==> src/rtl/alu_operand_sequencer.sv <==
// alu_operand_sequencer: multicycle control FSM for the ALU operand muxes.
// Define ALUSRCB_ADDM_EN to enable the addm (reg + memory) path.
module alu_operand_sequencer #(
   parameter int unsigned MEM_LAT = 2,
   parameter int unsigned SEL_W   = 3
) (
   input  logic             clk,
   input  logic             reset_n,
   input  logic [5:0]       opcode,
   input  logic [5:0]       funct,
   input  logic             zero,
   output logic             alu_src_a_sel,
   output logic [SEL_W-1:0] alu_src_b_sel,
   output logic [2:0]       alu_op,
   output logic             pc_write,
   output logic             ir_write,
   output logic             mem_read,
   output logic             mem_write,
   output logic             mdr_write,
   output logic             reg_write,
   output logic             illegal,
   output logic [3:0]       state_o
);

   typedef enum logic [3:0] {
      S_FETCH      = 4'd0,
      S_DECODE     = 4'd1,
      S_EXEC_R     = 4'd2,
      S_EXEC_I     = 4'd3,
      S_WB         = 4'd4,
      S_EXEC_BR    = 4'd5,
      S_MEM_ADDR   = 4'd6,
      S_MEM_WAIT   = 4'd7,
      S_TRAP       = 4'd8,
      S_MEM_ADDR_M = 4'd9,
      S_EXEC_M     = 4'd10
   } state_t;

   localparam logic [3:0] LAT_M1 = 4'(MEM_LAT - 1);

   localparam logic [2:0] OP_ADD = 3'd0;
   localparam logic [2:0] OP_SUB = 3'd1;
   localparam logic [2:0] OP_AND = 3'd2;
   localparam logic [2:0] OP_OR  = 3'd3;

   localparam logic [5:0] OPC_R    = 6'h00;
   localparam logic [5:0] OPC_ADDI = 6'h08;
   localparam logic [5:0] OPC_BEQ  = 6'h04;
   localparam logic [5:0] OPC_BNE  = 6'h05;
   localparam logic [5:0] OPC_LW   = 6'h23;
   localparam logic [5:0] OPC_SW   = 6'h2b;

   localparam logic [5:0] FN_ADD = 6'h20;
   localparam logic [5:0] FN_SUB = 6'h22;
   localparam logic [5:0] FN_AND = 6'h24;
   localparam logic [5:0] FN_OR  = 6'h25;
`ifdef ALUSRCB_ADDM_EN
   localparam logic [5:0] FN_ADDM = 6'h05;
`endif

   state_t     state_q, state_d, dec_state;
   logic [3:0] cnt_q, cnt_d;
   logic [5:0] opc_q, opc_d;
   logic [5:0] fn_q, fn_d;
   logic       illegal_q, illegal_d;

   logic       a_c;
   logic [2:0] b_c;
   logic [2:0] op_c;
   logic       pcw_c, irw_c, rd_c, wr_c, mdr_c, rw_c;

   // Classify the live instruction bits; only consumed in DECODE
   always_comb begin
      dec_state = S_TRAP;
      case (opcode)
         OPC_R: begin
            case (funct)
               FN_ADD, FN_SUB, FN_AND, FN_OR: dec_state = S_EXEC_R;
`ifdef ALUSRCB_ADDM_EN
               FN_ADDM: dec_state = S_MEM_ADDR_M;
`endif
               default: dec_state = S_TRAP;
            endcase
         end
         OPC_ADDI:         dec_state = S_EXEC_I;
         OPC_BEQ, OPC_BNE: dec_state = S_EXEC_BR;
         OPC_LW, OPC_SW:   dec_state = S_MEM_ADDR;
         default:          dec_state = S_TRAP;
      endcase
   end

   // Next-state, wait counter and Moore control outputs per state
   always_comb begin
      state_d   = state_q;
      cnt_d     = cnt_q;
      opc_d     = opc_q;
      fn_d      = fn_q;
      illegal_d = illegal_q;
      a_c       = 1'b0;
      b_c       = 3'd0;
      op_c      = OP_ADD;
      pcw_c     = 1'b0;
      irw_c     = 1'b0;
      rd_c      = 1'b0;
      wr_c      = 1'b0;
      mdr_c     = 1'b0;
      rw_c      = 1'b0;
      case (state_q)
         S_FETCH: begin
            b_c  = 3'd1;
            rd_c = 1'b1;
            if (cnt_q != 4'd0) begin
               cnt_d = cnt_q - 4'd1;
            end else begin
               irw_c   = 1'b1;
               pcw_c   = 1'b1;
               state_d = S_DECODE;
            end
         end
         S_DECODE: begin
            b_c     = 3'd3;
            opc_d   = opcode;
            fn_d    = funct;
            state_d = dec_state;
            if (dec_state == S_TRAP) illegal_d = 1'b1;
         end
         S_EXEC_R: begin
            a_c = 1'b1;
            case (fn_q)
               FN_SUB:  op_c = OP_SUB;
               FN_AND:  op_c = OP_AND;
               FN_OR:   op_c = OP_OR;
               default: op_c = OP_ADD;
            endcase
            state_d = S_WB;
         end
         S_EXEC_I: begin
            a_c     = 1'b1;
            b_c     = 3'd2;
            state_d = S_WB;
         end
         S_WB: begin
            rw_c    = 1'b1;
            cnt_d   = LAT_M1;
            state_d = S_FETCH;
         end
         S_EXEC_BR: begin
            a_c     = 1'b1;
            op_c    = OP_SUB;
            pcw_c   = ((opc_q == OPC_BEQ) &&  zero) ||
                      ((opc_q == OPC_BNE) && !zero);
            cnt_d   = LAT_M1;
            state_d = S_FETCH;
         end
         S_MEM_ADDR, S_MEM_ADDR_M: begin
            a_c     = 1'b1;
            b_c     = 3'd2;
            cnt_d   = LAT_M1;
            state_d = S_MEM_WAIT;
         end
         S_MEM_WAIT: begin
            if (opc_q == OPC_SW) wr_c = 1'b1;
            else rd_c = 1'b1;
            if (cnt_q != 4'd0) begin
               cnt_d = cnt_q - 4'd1;
            end else if (opc_q == OPC_SW) begin
               cnt_d   = LAT_M1;
               state_d = S_FETCH;
            end else begin
               mdr_c = 1'b1;
`ifdef ALUSRCB_ADDM_EN
               state_d = (opc_q == OPC_R) ? S_EXEC_M : S_WB;
`else
               state_d = S_WB;
`endif
            end
         end
`ifdef ALUSRCB_ADDM_EN
         S_EXEC_M: begin
            a_c     = 1'b1;
            b_c     = 3'd4;
            state_d = S_WB;
         end
`endif
         S_TRAP: begin
            state_d = S_TRAP;
         end
         default: begin
            cnt_d   = LAT_M1;
            state_d = S_FETCH;
         end
      endcase
   end

   // State, counter, latched instruction fields and sticky trap flag
   always_ff @(posedge clk or negedge reset_n) begin
      if (!reset_n) begin
         state_q   <= S_FETCH;
         cnt_q     <= LAT_M1;
         opc_q     <= 6'h00;
         fn_q      <= 6'h00;
         illegal_q <= 1'b0;
      end else begin
         state_q   <= state_d;
         cnt_q     <= cnt_d;
         opc_q     <= opc_d;
         fn_q      <= fn_d;
         illegal_q <= illegal_d;
      end
   end

   // Outputs are forced quiet while reset is held, aborting at once
   always_comb begin
      alu_src_a_sel = reset_n & a_c;
      alu_src_b_sel = reset_n ? SEL_W'(b_c) : '0;
      alu_op        = reset_n ? op_c : OP_ADD;
      pc_write      = reset_n & pcw_c;
      ir_write      = reset_n & irw_c;
      mem_read      = reset_n & rd_c;
      mem_write     = reset_n & wr_c;
      mdr_write     = reset_n & mdr_c;
      reg_write     = reset_n & rw_c;
      illegal       = illegal_q;
      state_o       = state_q;
   end

endmodule
==> config.mk <==
export PLATFORM = sky130hd
export DESIGN_NAME = alu_operand_sequencer
export DESIGN_NICKNAME = d
export VERILOG_FILES = /design/src/rtl/alu_operand_sequencer.sv
export SDC_FILE = /design/constraint.sdc
export NUM_CORES = 1
export LEC_CHECK = 0
export BUFFER_PORTS_ARGS = -buffer_cell sky130_fd_sc_hd__buf_2
export CORE_ASPECT_RATIO = 1.25
export CORE_MARGIN = 2
export CORE_UTILIZATION = 53
export CTS_CLUSTER_DIAMETER = 150
export DETAILED_ROUTE_END_ITERATION = 10
export PLACE_DENSITY = 0.79
export SYNTH_ARGS = -nofsm -noshare
export SYNTH_HDL_FRONTEND = slang
export SYNTH_SLANG_ARGS = --single-unit
==> constraint.sdc <==
create_clock -name clk -period 2.4 [get_ports clk]
set_input_delay 0.6 -clock clk [delete_from_list [all_inputs] [get_ports clk]]
set_output_delay 0.6 -clock clk [all_outputs]
set_load 0.02 [all_outputs]
==> metrics.cfg <==
[die]
fp.dieW_um=49.42
rows=20
die_area_um2=3003
io_pins=33
coreArea_um2=2452
start_util_pct=55.71
die_y_um=60.77

[logic_synthesis]
synth_top_area_share_pct=36.63
synth-edff-count=0
yosysWarnings=0
synth_seq_area_share_pct=38.55
synth_top_area_cell=dfrtp_1
synthFlopType=dfrtp_1
synthTopCellsByArea=dfrtp_1 (37%), mux2_2 (9.9%), nor2_1 (3.6%)
synth.avg_cell_area_um2=9.423
syn_inst=145
yosysUniqueCellTypes=51
async_flop_share_pct=100.0
syn_area_um2=1366
yosysMostFrequentCell=dfrtp_1
synth_common_cells=dfrtp_1 (20), nor2_1 (13), mux2_2 (12)
ys_ff_latch=21

[setup_path]
path_max_fanout=4
worstSetupPathType=register to output pin
start_kind=register
required_ns=1.80
cp.arrival_ns=1.75
crit_path_end_kind=output pin

[routing]
routed_wl_um=3220
drc_errors=0
drt_iter0_drc=42
dr.pass1.iters=4
vias_per_cell=5.747
ant_nets=0
vias=1247
wl_per_cell_um=14.84

[timing]
final.setup.tns_ns=0
clock_skew_ns=0.001861
period_needed_ns=2.352
hold_viol=0
whs_ns=0.1464
maxSlewHeadroom_pct=59.99
worst_slack_ns=0.04814
setup_viol=0
min_period_over_period_pct=97.99
fmax_mhz=425.2
rsz0062_at_grt=yes
slew_violations=0
tightestPinTransition_ns=0.5983

[clock_network]
clock_sinks=21
cts_buffers=3
clock-root-buffer=clkbuf_4
insertion_delay_ns=0.30
cts_hold_buf=0
path_clk_slew_ns=0.12
cts_tree=done
cts_max_level=1
cts.path.max_buffers=2

[cells_and_area]
final_util_pct=70.82
syn2layout_area_growth_pct=27.11
n_antenna_cell=0
final_cells=217
finalNetCount=202
drive_gt1_share_pct=44.57

[placed_design]
dp.cells=208
preCtsSetupSlack_ns=0.2159
portBuffers=30
place_hpwl_um=2311
gp_congestion=0.8801

[global_routing]
grt-ovfl-total=0
antenna_found_initial=0
grt_max_degree=14
grt_pass1_wl_um=5361
grt.total_usage_pct=23.55
grt_pass1_vias=1195

[pwr]
power.density_nw_per_um2=1054
leakage_nw=0.7478
ir_drop_uv=678.1

[outcome]
status=finished, final reports clean

[min_path]
hold_class=input pin to async pin

[job]
maxCapViolations=0

## stage by stage
step / area [µm²] / power (mW)
final: 1737 / 1.830
after CTS: 1647 / 1.732
after detailed placement: 1568 / 1.496
after global placement: 1568 / 1.446
after floorplan: 1370 / 1.261
after global routing: 1737 / 1.978
## critical path, cell delays in order, from the launching register on
cell and delay, ns:
dfstp_2 0.57, inv_4 0.05, ha_4 0.15, nor3b_4 0.15, and3_4 0.17, or2_4 0.22, buf_6 0.13
## power breakdown
part           switching (mW)  leakage [nW]  internal [mW]
registers               0.164         0.251          0.513
clock network           0.109        0.0150         0.0648
logic                   0.496         0.482          0.483
total                   0.769         0.748           1.06
## flip-flops by register name (all words and copies together) (netlist names)
name	count
fn_q	6
illegal	1
opc_q	6
state_o	4
cnt_q	4
## final timing paths
kind / startpoint / end / slack (ns) / cells after the start
worst max-delay path: cnt_q[0] / pc_write / 0.05 / 6
worst min-delay path: reset_n / cnt_q[3] / 0.15 / 1
worst max register to register: cnt_q[0] / cnt_q[2] / 0.56 / 8
worst min register to register: illegal / illegal / 0.49 / 1
max in group asynchronous: reset_n / cnt_q[0] / 1.76 / 2
min in group clk: illegal / illegal / 0.49 / 1
## per-layer routing
metal  track usage, %  vias to the layer above  part of all wire, %
met3            2.956                        0                  4.7
met4            9.524                        0                    0
met5                0                        -                    0
met1            28.89                      604                   43
li1                 -                      594                    -
met2            42.66                       49                   53
## cells in the final DEF, fill, tap and decap left out, drive strengths merged, types with 3 or more instances in the layout
cell type	Yosys	final
nor3	9	9
or2	4	4
nand2	11	11
dfrtp	20	20
mux2i	4	4
nor4	3	3
clkbuf	3	4
a21oi	3	3
o21ai	9	9
inv	3	3
nor2	13	13
and2	3	3
nand2b	4	4
nor2b	6	6
mux2	12	12
buf	4	41
## repair_timing
action / CTS / global route
resized for setup: 13 / 14
buffers inserted: 1 / 4
pin swaps: 0 / 2
setup endpoints to repair: 4 / 9
## cells by family after synthesis
logic type / synth area share, %
compound gates: 12.55
xor+xnor: 1.282
fa+ha+maj: 1.831
buf+inv: 3.662
flops: 38.55
mux: 12.82
other cells: 0.2745
simple gates: 29.03
## area by class of cell
type                    count  area [µm²]
fillers                   215       715.7
multi-input cells         115       879.6
repair buffers             41       247.7
inverters                   3       13.76
flip-flops and latches     21       528.0
well taps                  33       41.29
clock buffers               4       26.28
No activity file was read; power rests on OpenSTA's default activity.
